File: config.mk
export PLATFORM = sky130hd
export DESIGN_NAME = overdrive_shaper
export DESIGN_NICKNAME = d
export VERILOG_FILES = /design/src/rtl/overdrive_pkg.sv /design/src/rtl/seq_divider.sv /design/src/rtl/overdrive_shaper.sv
export SDC_FILE = /design/constraint.sdc
export NUM_CORES = 1
export LEC_CHECK = 0
export CAP_MARGIN = 40
export CORE_UTILIZATION = 50
export DETAILED_ROUTE_END_ITERATION = 16
export GPL_TIMING_DRIVEN = 0
export HOLD_SLACK_MARGIN = 0.1
export PLACE_DENSITY = 0.7
export SYNTH_ARGS = -nofsm -noshare
export SYNTH_HDL_FRONTEND = slang
export SYNTH_SLANG_ARGS = --single-unit
File: constraint.sdc
create_clock -name clk -period 9.28 [get_ports clk]
set_input_delay 1.856 -clock clk [delete_from_list [all_inputs] [get_ports clk]]
set_output_delay 1.856 -clock clk [all_outputs]
set_load 0.01 [all_outputs]
File: src/rtl/overdrive_pkg.sv
// overdrive_pkg: shared encodings for the overdrive_shaper waveshaper.
//   MODE_*  : per-sample shaping mode as presented on the mode input.
//   state_t : control FSM states (gain calculation, streaming, pipeline drain).
package overdrive_pkg;

  localparam logic [1:0] MODE_BYPASS    = 2'd0;
  localparam logic [1:0] MODE_CLIP      = 2'd1;
  localparam logic [1:0] MODE_OVERDRIVE = 2'd2;
  localparam logic [1:0] MODE_SOFT      = 2'd3;

  typedef enum logic [1:0] {
    ST_CALC  = 2'd0,
    ST_RUN   = 2'd1,
    ST_DRAIN = 2'd2
  } state_t;

endpackage

File: src/rtl/seq_divider.sv
// seq_divider: restoring unsigned divider, one quotient bit per cycle.
//   clk, reset (sync, active-low)
//   start    : load operands (restarts an operation already in progress)
//   dividend : DVD_W-bit unsigned numerator
//   divisor  : DVS_W-bit unsigned denominator
//   busy     : iteration in progress
//   done     : high during the final iteration cycle
//   quotient : result, valid while done is high; all-ones on divide-by-zero
//              or when the quotient does not fit in QUO_W bits
// One load cycle plus DVD_W iteration cycles per division.
module seq_divider #(
  parameter int DVD_W = 23,
  parameter int DVS_W = 15,
  parameter int QUO_W = 23
) (
  input  logic             clk,
  input  logic             reset,
  input  logic             start,
  input  logic [DVD_W-1:0] dividend,
  input  logic [DVS_W-1:0] divisor,
  output logic             busy,
  output logic             done,
  output logic [QUO_W-1:0] quotient
);

  localparam int CW = $clog2(DVD_W + 1);

  logic [CW-1:0]    cnt;
  logic [DVS_W:0]   rem;
  logic [DVS_W-1:0] dvs;
  logic [DVD_W-1:0] dvd;
  logic [DVD_W-1:0] quo;

  logic [DVS_W:0]   shifted;
  logic             ge;
  logic [DVS_W:0]   rem_nxt;
  logic [DVD_W-1:0] quo_nxt;
  logic [DVD_W:0]   quo_ext;
  logic             ovf;

  // Bring down the next dividend bit; subtract the divisor only if it fits.
  assign shifted = (rem << 1) | {{DVS_W{1'b0}}, dvd[DVD_W-1]};
  assign ge      = (shifted >= {1'b0, dvs});
  assign rem_nxt = ge ? (shifted - {1'b0, dvs}) : shifted;
  assign quo_nxt = (quo << 1) | DVD_W'(ge);
  assign quo_ext = {1'b0, quo_nxt};
  assign ovf     = ((quo_ext >> QUO_W) != '0);

  assign done     = busy && (cnt == CW'(1));
  assign quotient = ((dvs == '0) || ovf) ? '1 : QUO_W'(quo_nxt);

  always_ff @(posedge clk) begin
    if (!reset) begin
      busy <= 1'b0;
      cnt  <= '0;
    end else if (start) begin
      busy <= 1'b1;
      cnt  <= CW'(DVD_W);
    end else if (busy) begin
      cnt <= cnt - CW'(1);
      if (cnt == CW'(1)) busy <= 1'b0;
    end
  end

  always_ff @(posedge clk) begin
    if (start) begin
      rem <= '0;
      dvd <= dividend;
      dvs <= divisor;
      quo <= '0;
    end else if (busy) begin
      rem <= rem_nxt;
      dvd <= dvd << 1;
      quo <= quo_nxt;
    end
  end

endmodule

File: src/rtl/overdrive_shaper.sv
// overdrive_shaper: multi-mode waveshaper (bypass, hard clip, overdrive with
// makeup gain, soft-knee clip) on a valid/ready sample stream.
//   clk, reset (sync, active-low)
//   activate      : 0 forces bypass for samples accepted while low
//   mode          : 0 bypass, 1 hard clip, 2 overdrive, 3 soft clip
//   threshold     : clip magnitude (unsigned, WIDTH-1 bits)
//   max_amplitude : overdrive target peak / saturation (unsigned, WIDTH-1 bits)
//   in_valid/in_ready/in_sample    : signed input stream
//   out_valid/out_ready/out_sample : signed output stream
//   busy          : high whenever the block is not streaming (CALC or DRAIN)
// The makeup gain max_amplitude*2^FRAC/threshold comes from a sequential
// divider run whenever the parameters change; samples already in the pipe
// finish with the gain and parameters they were accepted under.
module overdrive_shaper
  import overdrive_pkg::*;
#(
  parameter int WIDTH      = 16,
  parameter int FRAC       = 8,
  parameter int KNEE_SHIFT = 2
) (
  input  logic             clk,
  input  logic             reset,
  input  logic             activate,
  input  logic [1:0]       mode,
  input  logic [WIDTH-2:0] threshold,
  input  logic [WIDTH-2:0] max_amplitude,
  input  logic             in_valid,
  output logic             in_ready,
  input  logic [WIDTH-1:0] in_sample,
  output logic             out_valid,
  input  logic             out_ready,
  output logic [WIDTH-1:0] out_sample,
  output logic             busy
);

  localparam int TW = WIDTH - 1;
  localparam int GW = TW + FRAC;
  localparam int MW = WIDTH + 1;  // magnitude of the most-negative input fits
  localparam int PW = MW + GW;
  localparam logic [MW-1:0] PEAK  = MW'((1 << (WIDTH - 1)) - 1);
  localparam logic [GW-1:0] UNITY = GW'(1) << FRAC;

  function automatic logic [MW-1:0] magnitude(input logic signed [WIDTH-1:0] x);
    logic signed [MW-1:0] xe;
    xe = x;
    return (xe < 0) ? $unsigned(-xe) : $unsigned(xe);
  endfunction

  function automatic logic [MW-1:0] shape(input logic [MW-1:0] m,
                                          input logic [1:0]    md,
                                          input logic [TW-1:0] thr);
    logic [MW-1:0] t;
    t = MW'(thr);
    if (md == MODE_BYPASS) return m;
    if (thr == '0) return '0;
    if (md == MODE_SOFT) return (m <= t) ? m : t + ((m - t) >> KNEE_SHIFT);
    return (m < t) ? m : t;
  endfunction

  // Gain is applied to the magnitude, so the shift truncates toward zero.
  function automatic logic [MW-1:0] makeup(input logic [MW-1:0] c,
                                           input logic [GW-1:0] g,
                                           input logic [TW-1:0] lim);
    logic [PW-1:0] prod;
    prod = PW'(c) * PW'(g);
    prod = prod >> FRAC;
    return (prod > PW'(lim)) ? MW'(lim) : MW'(prod);
  endfunction

  // Bypass keeps the input as-is (including the most-negative code).
  function automatic logic signed [WIDTH-1:0] saturate(input logic [MW-1:0] m,
                                                       input logic          neg,
                                                       input logic          bypass);
    logic [MW-1:0] lim;
    lim = (!bypass && (m > PEAK)) ? PEAK : m;
    return neg ? $signed(WIDTH'(-lim)) : $signed(WIDTH'(lim));
  endfunction

  state_t state_q, state_d;

  logic [TW-1:0] thr_r, max_r;
  logic [GW-1:0] gain_r;
  logic          params_changed;
  logic          div_start, div_busy, div_done, calc_done;
  logic [GW-1:0] div_quot;

  logic          vld_p1, vld_p2;
  logic          adv_p1, adv_p2, accept;
  logic [1:0]    eff_mode;
  logic [MW-1:0] shaped;
  logic [MW-1:0] mag_p1;
  logic          neg_p1;
  logic [1:0]    mode_p1;
  logic [MW-1:0] mag_s2;
  logic signed [WIDTH-1:0] res_s2;
  logic signed [WIDTH-1:0] data_p2;

  assign params_changed = (threshold != thr_r) || (max_amplitude != max_r);
  assign div_start      = (state_q == ST_CALC) && (!div_busy || params_changed);
  assign calc_done      = (state_q == ST_CALC) && div_done && !params_changed;

  seq_divider #(
    .DVD_W(GW),
    .DVS_W(TW),
    .QUO_W(GW)
  ) u_div (
    .clk      (clk),
    .reset    (reset),
    .start    (div_start),
    .dividend ({max_amplitude, {FRAC{1'b0}}}),
    .divisor  (threshold),
    .busy     (div_busy),
    .done     (div_done),
    .quotient (div_quot)
  );

  always_ff @(posedge clk) begin
    if (!reset) state_q <= ST_CALC;
    else        state_q <= state_d;
  end

  always_comb begin
    state_d = state_q;
    case (state_q)
      ST_CALC:  if (calc_done) state_d = ST_RUN;
      ST_RUN:   if (params_changed) state_d = ST_DRAIN;
      ST_DRAIN: if (!vld_p1 && !vld_p2) state_d = ST_CALC;
      default:  state_d = ST_CALC;
    endcase
  end

  always_ff @(posedge clk) begin
    if (div_start) begin
      thr_r <= threshold;
      max_r <= max_amplitude;
    end
  end

  always_ff @(posedge clk) begin
    if (!reset)         gain_r <= UNITY;
    else if (calc_done) gain_r <= div_quot;
  end

  assign adv_p2   = !vld_p2 || out_ready;
  assign adv_p1   = !vld_p1 || adv_p2;
  assign in_ready = (state_q == ST_RUN) && !params_changed && adv_p1;
  assign accept   = in_valid && in_ready;
  assign busy     = (state_q != ST_RUN);

  assign eff_mode = activate ? mode : MODE_BYPASS;
  assign shaped   = shape(magnitude(in_sample), eff_mode, thr_r);

  // Stage 1: clipped / knee magnitude, sign and effective mode
  always_ff @(posedge clk) begin
    if (!reset)      vld_p1 <= 1'b0;
    else if (adv_p1) vld_p1 <= accept;
  end

  always_ff @(posedge clk) begin
    if (adv_p1 && accept) begin
      mag_p1  <= shaped;
      neg_p1  <= in_sample[WIDTH-1];
      mode_p1 <= eff_mode;
    end
  end

  assign mag_s2 = (mode_p1 == MODE_OVERDRIVE) ? makeup(mag_p1, gain_r, max_r) : mag_p1;
  assign res_s2 = saturate(mag_s2, neg_p1, mode_p1 == MODE_BYPASS);

  // Stage 2: gain, sign restore and saturation
  always_ff @(posedge clk) begin
    if (!reset) begin
      vld_p2  <= 1'b0;
      data_p2 <= '0;
    end else if (adv_p2) begin
      vld_p2 <= vld_p1;
      if (vld_p1) data_p2 <= res_s2;
    end
  end

  assign out_valid  = vld_p2;
  assign out_sample = data_p2;

endmodule
==> impl_metrics.toml, run 1 <==
[grt]
grt_max_degree = 38
antenna_found_initial = 0
grt_usage = 0.314
grt_pass1_vias = 20400
gr-total-overflow = 0
grt_first_pass_wirelength_um = 112000

[routing]
ant_nets = 0
wirelength_um = 71400
viasPerCell = 5.71
first_pass_iters = 7
routedWlPerCell_um = 20.7
dr_total_vias = 19700
drt-initial-drc-count = 1463
drc_errors = 0

[synth]
synth_nets = 3221
synth_edf_count = 65
syn_area_per_cell_um2 = 8.47
synth_top_area_share = 0.277
async_flop_share = 0
synth-main-ff-cell = "dfxtp_1"
yosys_warnings = 0
yosys-top-cells-area = "fa_1 (28%), ha_1 (9.7%), edfxtp_1 (8.6%), dfxtp_1 (7.6%), inv_1 (7.4%)"
synthDistinctLibCells = 80
synthesis.area_um2 = 22700
synth_seq_cells = 151
yosys.area.top_type = "fa_1"
synthCells = 2678
seq_area_frac_synth = 0.162

[worst_setup_path]
rr_startpoint = "mag_p1[6]"
startpoint = "mag_p1[6]"
cp_slowest_stage_delay_ns = 0.57
crit_top_cell = "fa_1"
r2r_cells = 35
crit_path_start_kind = "flop"
cp.arrival_ns = 10.15
crit_slowest_cell = "fa_1"
path_max_fanout = 8
reg2reg_to = "out_sample[11]"
rrSetupSlack_ns = -0.53
criticalPathCategory = "reg2reg"
end_kind = "flop"
cp.required_ns = 9.61
cp-endpoint = "out_sample[11]"

[placement]
place.port_buffers = 71
place_hpwl_um = 57100
dp.cells = 3346
place_congestion = 0.978

[die]
io_pins = 72
coreArea_um2 = 44500
fp.dieH_um = 215
start_util = 0.510
dieWidth_um = 215
fp.dieArea_um2 = 46200
rows = 77

[layout]
drive_gt1_frac = 0.113
postLayoutCoreUtil = 0.591
stdcell_count = 3455
antenna-diode-count = 0
finalNetCount = 3393
areaGrowthSynthToFinish_pct = 15.9

[cts]
htreeDepth = 4
clock_path_buffers = 2
path_clk_slew_ns = 0.07
insertion_delay_ns = 0.45
cts_tree = "done"
cts.hold.buffers_added = 0
numCtsBuffers = 17
cts-root-buf = "clkbuf_16"
cts.sinks = 151

[timing]
slew_viol_final = 0
setup_violations = 15
tightest_slew_ns = 0.887
fin_worst_skew_ns = 0.0115
rsz0062_at_grt = "yes"
slew-limit-headroom = 0.401
period_share = 1.06
worst_slack_ns = -0.531
period_needed_ns = 9.81
max_freq_ghz = 0.102
hold_violations = 0

[status]
violations = "setup timing"
status = "finished with violations"

[job]
max_cap_viol_count = 0

[power_and_ir_drop]
p_leak_nw = 11.8
worst_ir_drop_vdd_mv = 0.175
powerDensity_nw_per_um2 = 66.3

[min_path]
worstHoldPathType = "reg2reg"
-- through the flow --
stage                     total power, mW  setup TNS (ns)  setup slack (ns)  hold WS, ns  instance area, um2
after detailed placement             1.07          -30.89             -2.25        0.457               24300
final                                1.74           -6.83            -0.531        0.465               26300
after global placement               1.06          -30.56             -2.24        0.444               24200
after global routing                 1.81           -9.86            -0.747        0.501               26300
after CTS                            1.75           -6.05            -0.474        0.468               26000
after floorplan                     0.961               0            0.0137        0.453               22800
-- logic make-up (layout without fill, tap and decap cells) --
kind of cell / after synthesis / after routing / share of synthesized area
mux: 48 / 48 / 0.0220
fa+ha+maj: 490 / 490 / 0.374
compound gates: 432 / 432 / 0.122
other cells: 1 / 1 / 0.000165
buf+inv: 583 / 767 / 0.0969
flops: 151 / 151 / 0.162
simple gates: 881 / 882 / 0.187
xor+xnor: 92 / 92 / 0.0355
-- flip-flops by register name, indices dropped and copies added (netlist names), 2 cells and up --
name / count
gain_r: 23
u_div.quo: 22
mag_p1: 17
out_sample: 16
max_r: 15
u_div.dvd: 15
u_div.dvs: 15
u_div.rem: 15
u_div.cnt: 5
mode_p1: 2
state_q: 2
-- worst min path at each step --
stage / slack [ns] / cells after the start / to / from
floorplan: 0.45 / 2 / u_div.quo[21] / u_div.quo[21]
detailed placement: 0.46 / 2 / out_sample[1] / out_sample[1]
global route: 0.50 / 2 / out_sample[1] / out_sample[1]
CTS: 0.47 / 2 / out_sample[1] / out_sample[1]
global placement: 0.44 / 2 / out_sample[1] / out_sample[1]
finish: 0.46 / 2 / out_sample[1] / out_sample[1]
-- power breakdown --
part | switching (mW) | internal [mW]
combinational | 0.188 | 0.149
clock | 0.324 | 0.359
sequential | 0.0172 | 0.705
-- synthesized netlist by cell type, types with 33 or more instances --
| library cell | instances |
|---|---|
| nor2_1 | 161 |
| inv_1 | 449 |
| o21ai_0 | 114 |
| ha_1 | 176 |
| nand2_1 | 337 |
| clkbuf_1 | 123 |
| mux2i_1 | 33 |
| edfxtp_1 | 65 |
| fa_1 | 314 |
| dfxtp_1 | 86 |
| a21oi_1 | 112 |
| xnor2_1 | 50 |
| nand3_1 | 44 |
| xor2_1 | 42 |
| and2_1 | 164 |
-- layout make-up --
cell class	instances	area, um2
Clock inverter	15	158
Clock buffer	17	425
Timing Repair Buffer	165	1490
Multi-Input combinational cell	1945	17400
Inverter	449	1690
Tap cell	592	741
Buffer	121	664
Sequential cell	151	3700
Fill cell	4001	18200
-- worst max-delay path: cells and delay by family (launching register included) --
family / cells / cell delay [ns]
simple gates: 7 / 2.22
xor+xnor: 2 / 0.42
compound gates: 10 / 1.94
buf+inv: 8 / 0.88
flops: 1 / 0.52
fa+ha+maj: 8 / 3.70
-- per-layer routing --
layer / global-route usage / part of all wire / vias up / routed length (um)
li1: - / - / 9022 / -
met1: 0.398 / 0.41 / 9782 / 29100
met2: 0.525 / 0.48 / 763 / 34100
met3: 0.0485 / 0.068 / 178 / 4850
met4: 0.146 / 0.046 / 0 / 3290
met5: 0 / 0 / - / 0
-- timing repair --
item | CTS | global route
buffers inserted | 75 | 14
resized for setup | 193 | 45
cloned | 1 | 0
pin swaps | 70 | 32
endpoints found under the setup margin | 16 | 16
-- cells in the final DEF, fill, tap and decap left out, drive strengths merged, types with 14 or more instances in the layout --
master / count
mux2i: 33
o211ai: 14
a211oi: 28
clkbuf: 123
nor3: 33
nand3: 44
inv: 459
dfxtp: 86
xor2: 42
nand4: 24
a21oi: 112
o21ai: 120
nor2b: 14
mux2: 15
nand2: 337
fa: 314
nor4: 20
or3: 31
nor2: 163
edfxtp: 65
and2: 164
clkdlybuf4s50: 71
buf: 108
o21a: 21
ha: 176
a21boi: 20
a21o: 16
xnor2: 50
Power figures use the tool's default switching activity.
==> run 2, diff against run 1 <==
--- a/config.mk
+++ b/config.mk
@@ -6,11 +6,11 @@
 export NUM_CORES = 1
 export LEC_CHECK = 0
 export CAP_MARGIN = 40
-export CORE_UTILIZATION = 50
+export CORE_UTILIZATION = 58
 export DETAILED_ROUTE_END_ITERATION = 16
 export GPL_TIMING_DRIVEN = 0
 export HOLD_SLACK_MARGIN = 0.1
-export PLACE_DENSITY = 0.7
+export PLACE_DENSITY = 0.79
 export SYNTH_ARGS = -nofsm -noshare
 export SYNTH_HDL_FRONTEND = slang
 export SYNTH_SLANG_ARGS = --single-unit
==> impl_metrics.toml, run 2 (synthesis results as in run 1) <==
[status]
status = "finished with violations"
violations = "setup timing"

[die]
fp.dieH_um = 200
coreArea_um2 = 38600
dieWidth_um = 200
fp.dieArea_um2 = 39900
io_pins = 72
start_util = 0.587
rows = 72

[layout]
largest_reg_flops = 23
areaGrowthSynthToFinish_pct = 15.6
postLayoutCoreUtil = 0.679
top_register = "gain_r"
fillers = 3107
stdcell_count = 3378
mostFrequentLayoutCell = "inv_1"
design_area_um2 = 26200
drive_gt1_frac = 0.116
largestRegisters = "gain_r (23), u_div.quo (22), mag_p1 (17)"
finalNetCount = 3389
multi_input_area_um2 = 17500
final-seq-area_um2 = 3720
final_cell_mix = "inv_1 (441), nand2_1 (333), fa_1 (308)"

[power_and_ir_drop]
intPower_mw = 1.21
p_sw_mw = 0.526
power_mw = 1.74
switching_share = 0.302
p_clk_frac = 0.395
power_frac_seq = 0.414
combPwrFrac = 0.191
powerDensity_nw_per_um2 = 66.4
p_leak_nw = 11.8
worst_ir_drop_vdd_mv = 0.157

[worst_setup_path]
end_kind = "flop"
cp_slowest_stage_delay_ns = 0.56
crit_path_start_kind = "flop"
cp.required_ns = 9.67
criticalPathCategory = "reg2reg"
crit_top_cell = "inv_2"
path_max_fanout = 6
cp.arrival_ns = 10.24
crit_slowest_cell = "fa_1"

[cts]
cts.sinks = 151
cts_tree = "done"
cts-root-buf = "clkbuf_16"
htreeDepth = 4
insertion_delay_ns = 0.44
numCtsBuffers = 17
clock_path_buffers = 2
path_clk_slew_ns = 0.07

[timing]
worst_slack_ns = -0.562
tightest_slew_ns = 0.920
fin_worst_skew_ns = 0.0140
slew_viol_final = 0
slew-limit-headroom = 0.387
hold_violations = 0
totalNegativeSetupSlack_ns = -6.46
setup_violations = 16
rsz0062_at_grt = "yes"
whs_ns = 0.463
period_share = 1.06
period_needed_ns = 9.84
max_freq_ghz = 0.102

[placement]
place.port_buffers = 71
place_hpwl_um = 55500
placed_area_um2 = 24200
dp.cells = 3272
place_congestion = 1.02
pre_cts_ws_ns = -1.83

[grt]
antenna_found_initial = 2
grt_first_pass_wirelength_um = 109000
grt_usage = 0.362
grt_pass1_vias = 20300
grt_max_degree = 40
gr-total-overflow = 0

[routing]
drt-initial-drc-count = 1531
dr_total_vias = 20000
wirelength_um = 70100
viasPerCell = 5.93
first_pass_iters = 6
ant_nets = 0
routedWlPerCell_um = 20.7
drc_errors = 0

[min_path]
worstHoldPathType = "reg2reg"

[job]
max_cap_viol_count = 0
run 2: cell count changes in the layout (fill, tap and decap cells not counted), sizes merged:
cell and change:
clkinvlp -1, diode +1, nor2 -1, buf +1, clkbuf -3
run 2: per-layer routing:
layer	GRT usage	routed length, um
met1	0.439	26400
met3	0.0674	6000
met2	0.614	33700
met5	0	0
met4	0.187	4030
run 2: cell type report:
class | instances | area share
inverter | 449 | 0.0643
clock buffer | 18 | 0.0164
antenna | 1 | 0.0000954
tap | 518 | 0.0247
buffer | 121 | 0.0254
timing repair buffer | 162 | 0.0558
multi-input combinational | 1944 | 0.666
sequential | 151 | 0.142
clock inverter | 14 | 0.00582
run 2: repair_timing:
item / 4_1_cts / 5_1_grt
gates cloned: 1 / 0
hold buffers: 0 / 0
setup buffers: 65 / 21
endpoints found under the setup margin: 16 / 16
pin swaps: 60 / 68
endpoints found under the hold margin: 0 / 0
resized for setup: 164 / 93
run 2: power by group through the flow:
stage               Clock [mW]  Combinational [mW]  Sequential [mW]
finish                   0.687               0.333            0.720
global route             0.722               0.368            0.721
CTS                      0.695               0.326            0.720
detailed placement           0               0.322            0.737
global placement             0               0.316            0.736
floorplan                    0               0.232            0.729
run 2: worst paths after layout:
kind,from,depth (start not counted),to,slack [ns]
worst min register to register,out_sample[4],2,out_sample[4],0.46
worst max register to register,mag_p1[7],37,out_sample[9],-0.56
worst max-delay path,mag_p1[7],37,out_sample[9],-0.56
worst min-delay path,out_sample[4],2,out_sample[4],0.46
run 2: critical path, delay by kind of cell (launching register included):
| kind | cells | cell delay [ns] |
|---|---|---|
| AO/OA/AOI/OAI | 11 | 2.10 |
| XOR/XNOR | 2 | 0.54 |
| adder cells (fa/ha/maj) | 8 | 3.75 |
| buffers and inverters | 9 | 1.08 |
| flip-flops | 1 | 0.54 |
| AND/OR/NAND/NOR | 6 | 1.62 |
| multiplexers | 1 | 0.16 |
==> run 3, diff against run 2 <==
--- a/config.mk
+++ b/config.mk
@@ -14,3 +14,4 @@
 export SYNTH_ARGS = -nofsm -noshare
 export SYNTH_HDL_FRONTEND = slang
 export SYNTH_SLANG_ARGS = --single-unit
+export TNS_END_PERCENT = 50
==> impl_metrics.toml, run 3 (synthesis results as in run 1) <==
[placement]
pre_cts_ws_ns = -1.83
place_congestion = 1.02
place_hpwl_um = 55500
place.port_buffers = 71
dp.cells = 3272

[timing]
max_freq_ghz = 0.102
tightest_slew_ns = 0.910
fin_worst_skew_ns = 0.0156
rsz0062_at_grt = "yes"
totalNegativeSetupSlack_ns = -6.98
setup_violations = 16
slew_viol_final = 0
hold_violations = 0
period_needed_ns = 9.83
period_share = 1.06
slew-limit-headroom = 0.393
worst_slack_ns = -0.552

[min_path]
hold_end = "out_sample[4]"
worstHoldPathType = "reg2reg"
hold_start = "out_sample[4]"
hold_depth = 2

[grt]
grt_first_pass_wirelength_um = 109000
met1_usage = 0.441
grt_use_met2 = 0.615
grt_use_met3 = 0.0655
grt_max_degree = 40
grt_usage = 0.361
grt_pass1_vias = 20200
antenna_found_initial = 2
busiest_layer = "met2"
gr-total-overflow = 0

[die]
coreArea_um2 = 38600
fp.dieArea_um2 = 39900
rows = 72
io_pins = 72
fp.dieH_um = 200
dieWidth_um = 200
start_util = 0.587

[layout]
finalNetCount = 3385
largestRegisters = "gain_r (23), u_div.quo (22), mag_p1 (17)"
multi_input_area_um2 = 17500
postLayoutCoreUtil = 0.678
top_register = "gain_r"
stdcell_count = 3374
final_cell_mix = "inv_1 (437), nand2_1 (333), fa_1 (306)"
areaGrowthSynthToFinish_pct = 15.4
fillers = 3111
drive_gt1_frac = 0.116
largest_reg_flops = 23
mostFrequentLayoutCell = "inv_1"
final-seq-area_um2 = 3720

[power_and_ir_drop]
combPwrFrac = 0.191
switching_share = 0.302
powerDensity_nw_per_um2 = 66.4
p_leak_nw = 11.8
p_sw_mw = 0.525
worst_ir_drop_vdd_mv = 0.157
intPower_mw = 1.21
p_clk_frac = 0.395
power_frac_seq = 0.414
power_mw = 1.74

[worst_setup_path]
cp.required_ns = 9.62
criticalPathCategory = "reg2reg"
reg2reg_to = "out_sample[11]"
rr_startpoint = "mag_p1[7]"
crit_slowest_cell = "edfxtp_1"
cp_slowest_stage_delay_ns = 0.53
crit_path_start_kind = "flop"
r2r_cells = 36
rrSetupSlack_ns = -0.55
end_kind = "flop"
crit_top_cell = "fa_1"
path_max_fanout = 6
cp.arrival_ns = 10.17

[routing]
routedWlPerCell_um = 20.7
drc_errors = 0
drt-initial-drc-count = 1491
first_pass_iters = 5
ant_nets = 0
viasPerCell = 5.91
wirelength_um = 69800
dr_total_vias = 19900

[cts]
cts.hold.buffers_added = 0
path_clk_slew_ns = 0.07
cts-root-buf = "clkbuf_16"
cts.sinks = 151
numCtsBuffers = 17
cts_tree = "done"
insertion_delay_ns = 0.44
clock_path_buffers = 2
htreeDepth = 4

[status]
violations = "setup timing"
status = "finished with violations"

[job]
max_cap_viol_count = 0
## run 3: area by class of cell
type,instances,share of cell area
clock inverter,14,0.00583
multi-input combinational,1944,0.667
sequential,151,0.142
antenna,1,0.0000956
inverter,449,0.0644
clock buffer,18,0.0164
timing repair buffer,158,0.0545
tap,518,0.0248
buffer,121,0.0254
## run 3: metrics by stage
step	hold slack (ns)	area [um2]
2_1_floorplan	0.453	22800
3_3_place_gp	0.445	24100
3_5_place_dp	0.468	24200
4_1_cts	0.478	25700
5_1_grt	0.504	26200
6_report	0.463	26200
## run 3: worst max path at each step
stage | startpoint | to
after global routing | mag_p1[7] | out_sample[11]
after detailed placement | gain_r[7] | out_sample[15]
final | mag_p1[7] | out_sample[11]
after floorplan | mag_p1[7] | out_sample[11]
after global placement | gain_r[7] | out_sample[11]
after CTS | mag_p1[7] | out_sample[11]
## run 3: timing repair
action / in CTS / in global routing
resized for setup: 159 / 102
endpoints found under the setup margin: 16 / 16
pin swaps: 59 / 58
cloned: 1 / 0
buffers inserted: 59 / 23
## run 3: per-layer routing
| metal | up-vias | routed length, um |
|---|---|---|
| met3 | 244 | 6110 |
| met4 | 0 | 3900 |
| met2 | 995 | 33600 |
| met5 | - | 0 |
| li1 | 9005 | - |
| met1 | 9696 | 26200 |
## run 3: worst max-delay path: cells and delay by family (launching register included)
kind | cells | cell delay [ns]
flip-flops | 1 | 0.53
buffers and inverters | 8 | 0.93
AO/OA/AOI/OAI | 11 | 2.23
adder cells (fa/ha/maj) | 8 | 3.69
AND/OR/NAND/NOR | 6 | 1.70
XOR/XNOR | 2 | 0.49
multiplexers | 1 | 0.12
## run 3: power groups by stage
stage | sequential (mW) | clock, mW | combinational, mW
3_3_place_gp | 0.736 | 0 | 0.316
3_5_place_dp | 0.737 | 0 | 0.322
6_report | 0.720 | 0.686 | 0.333
2_1_floorplan | 0.729 | 0 | 0.232
5_1_grt | 0.720 | 0.723 | 0.367
4_1_cts | 0.720 | 0.695 | 0.326
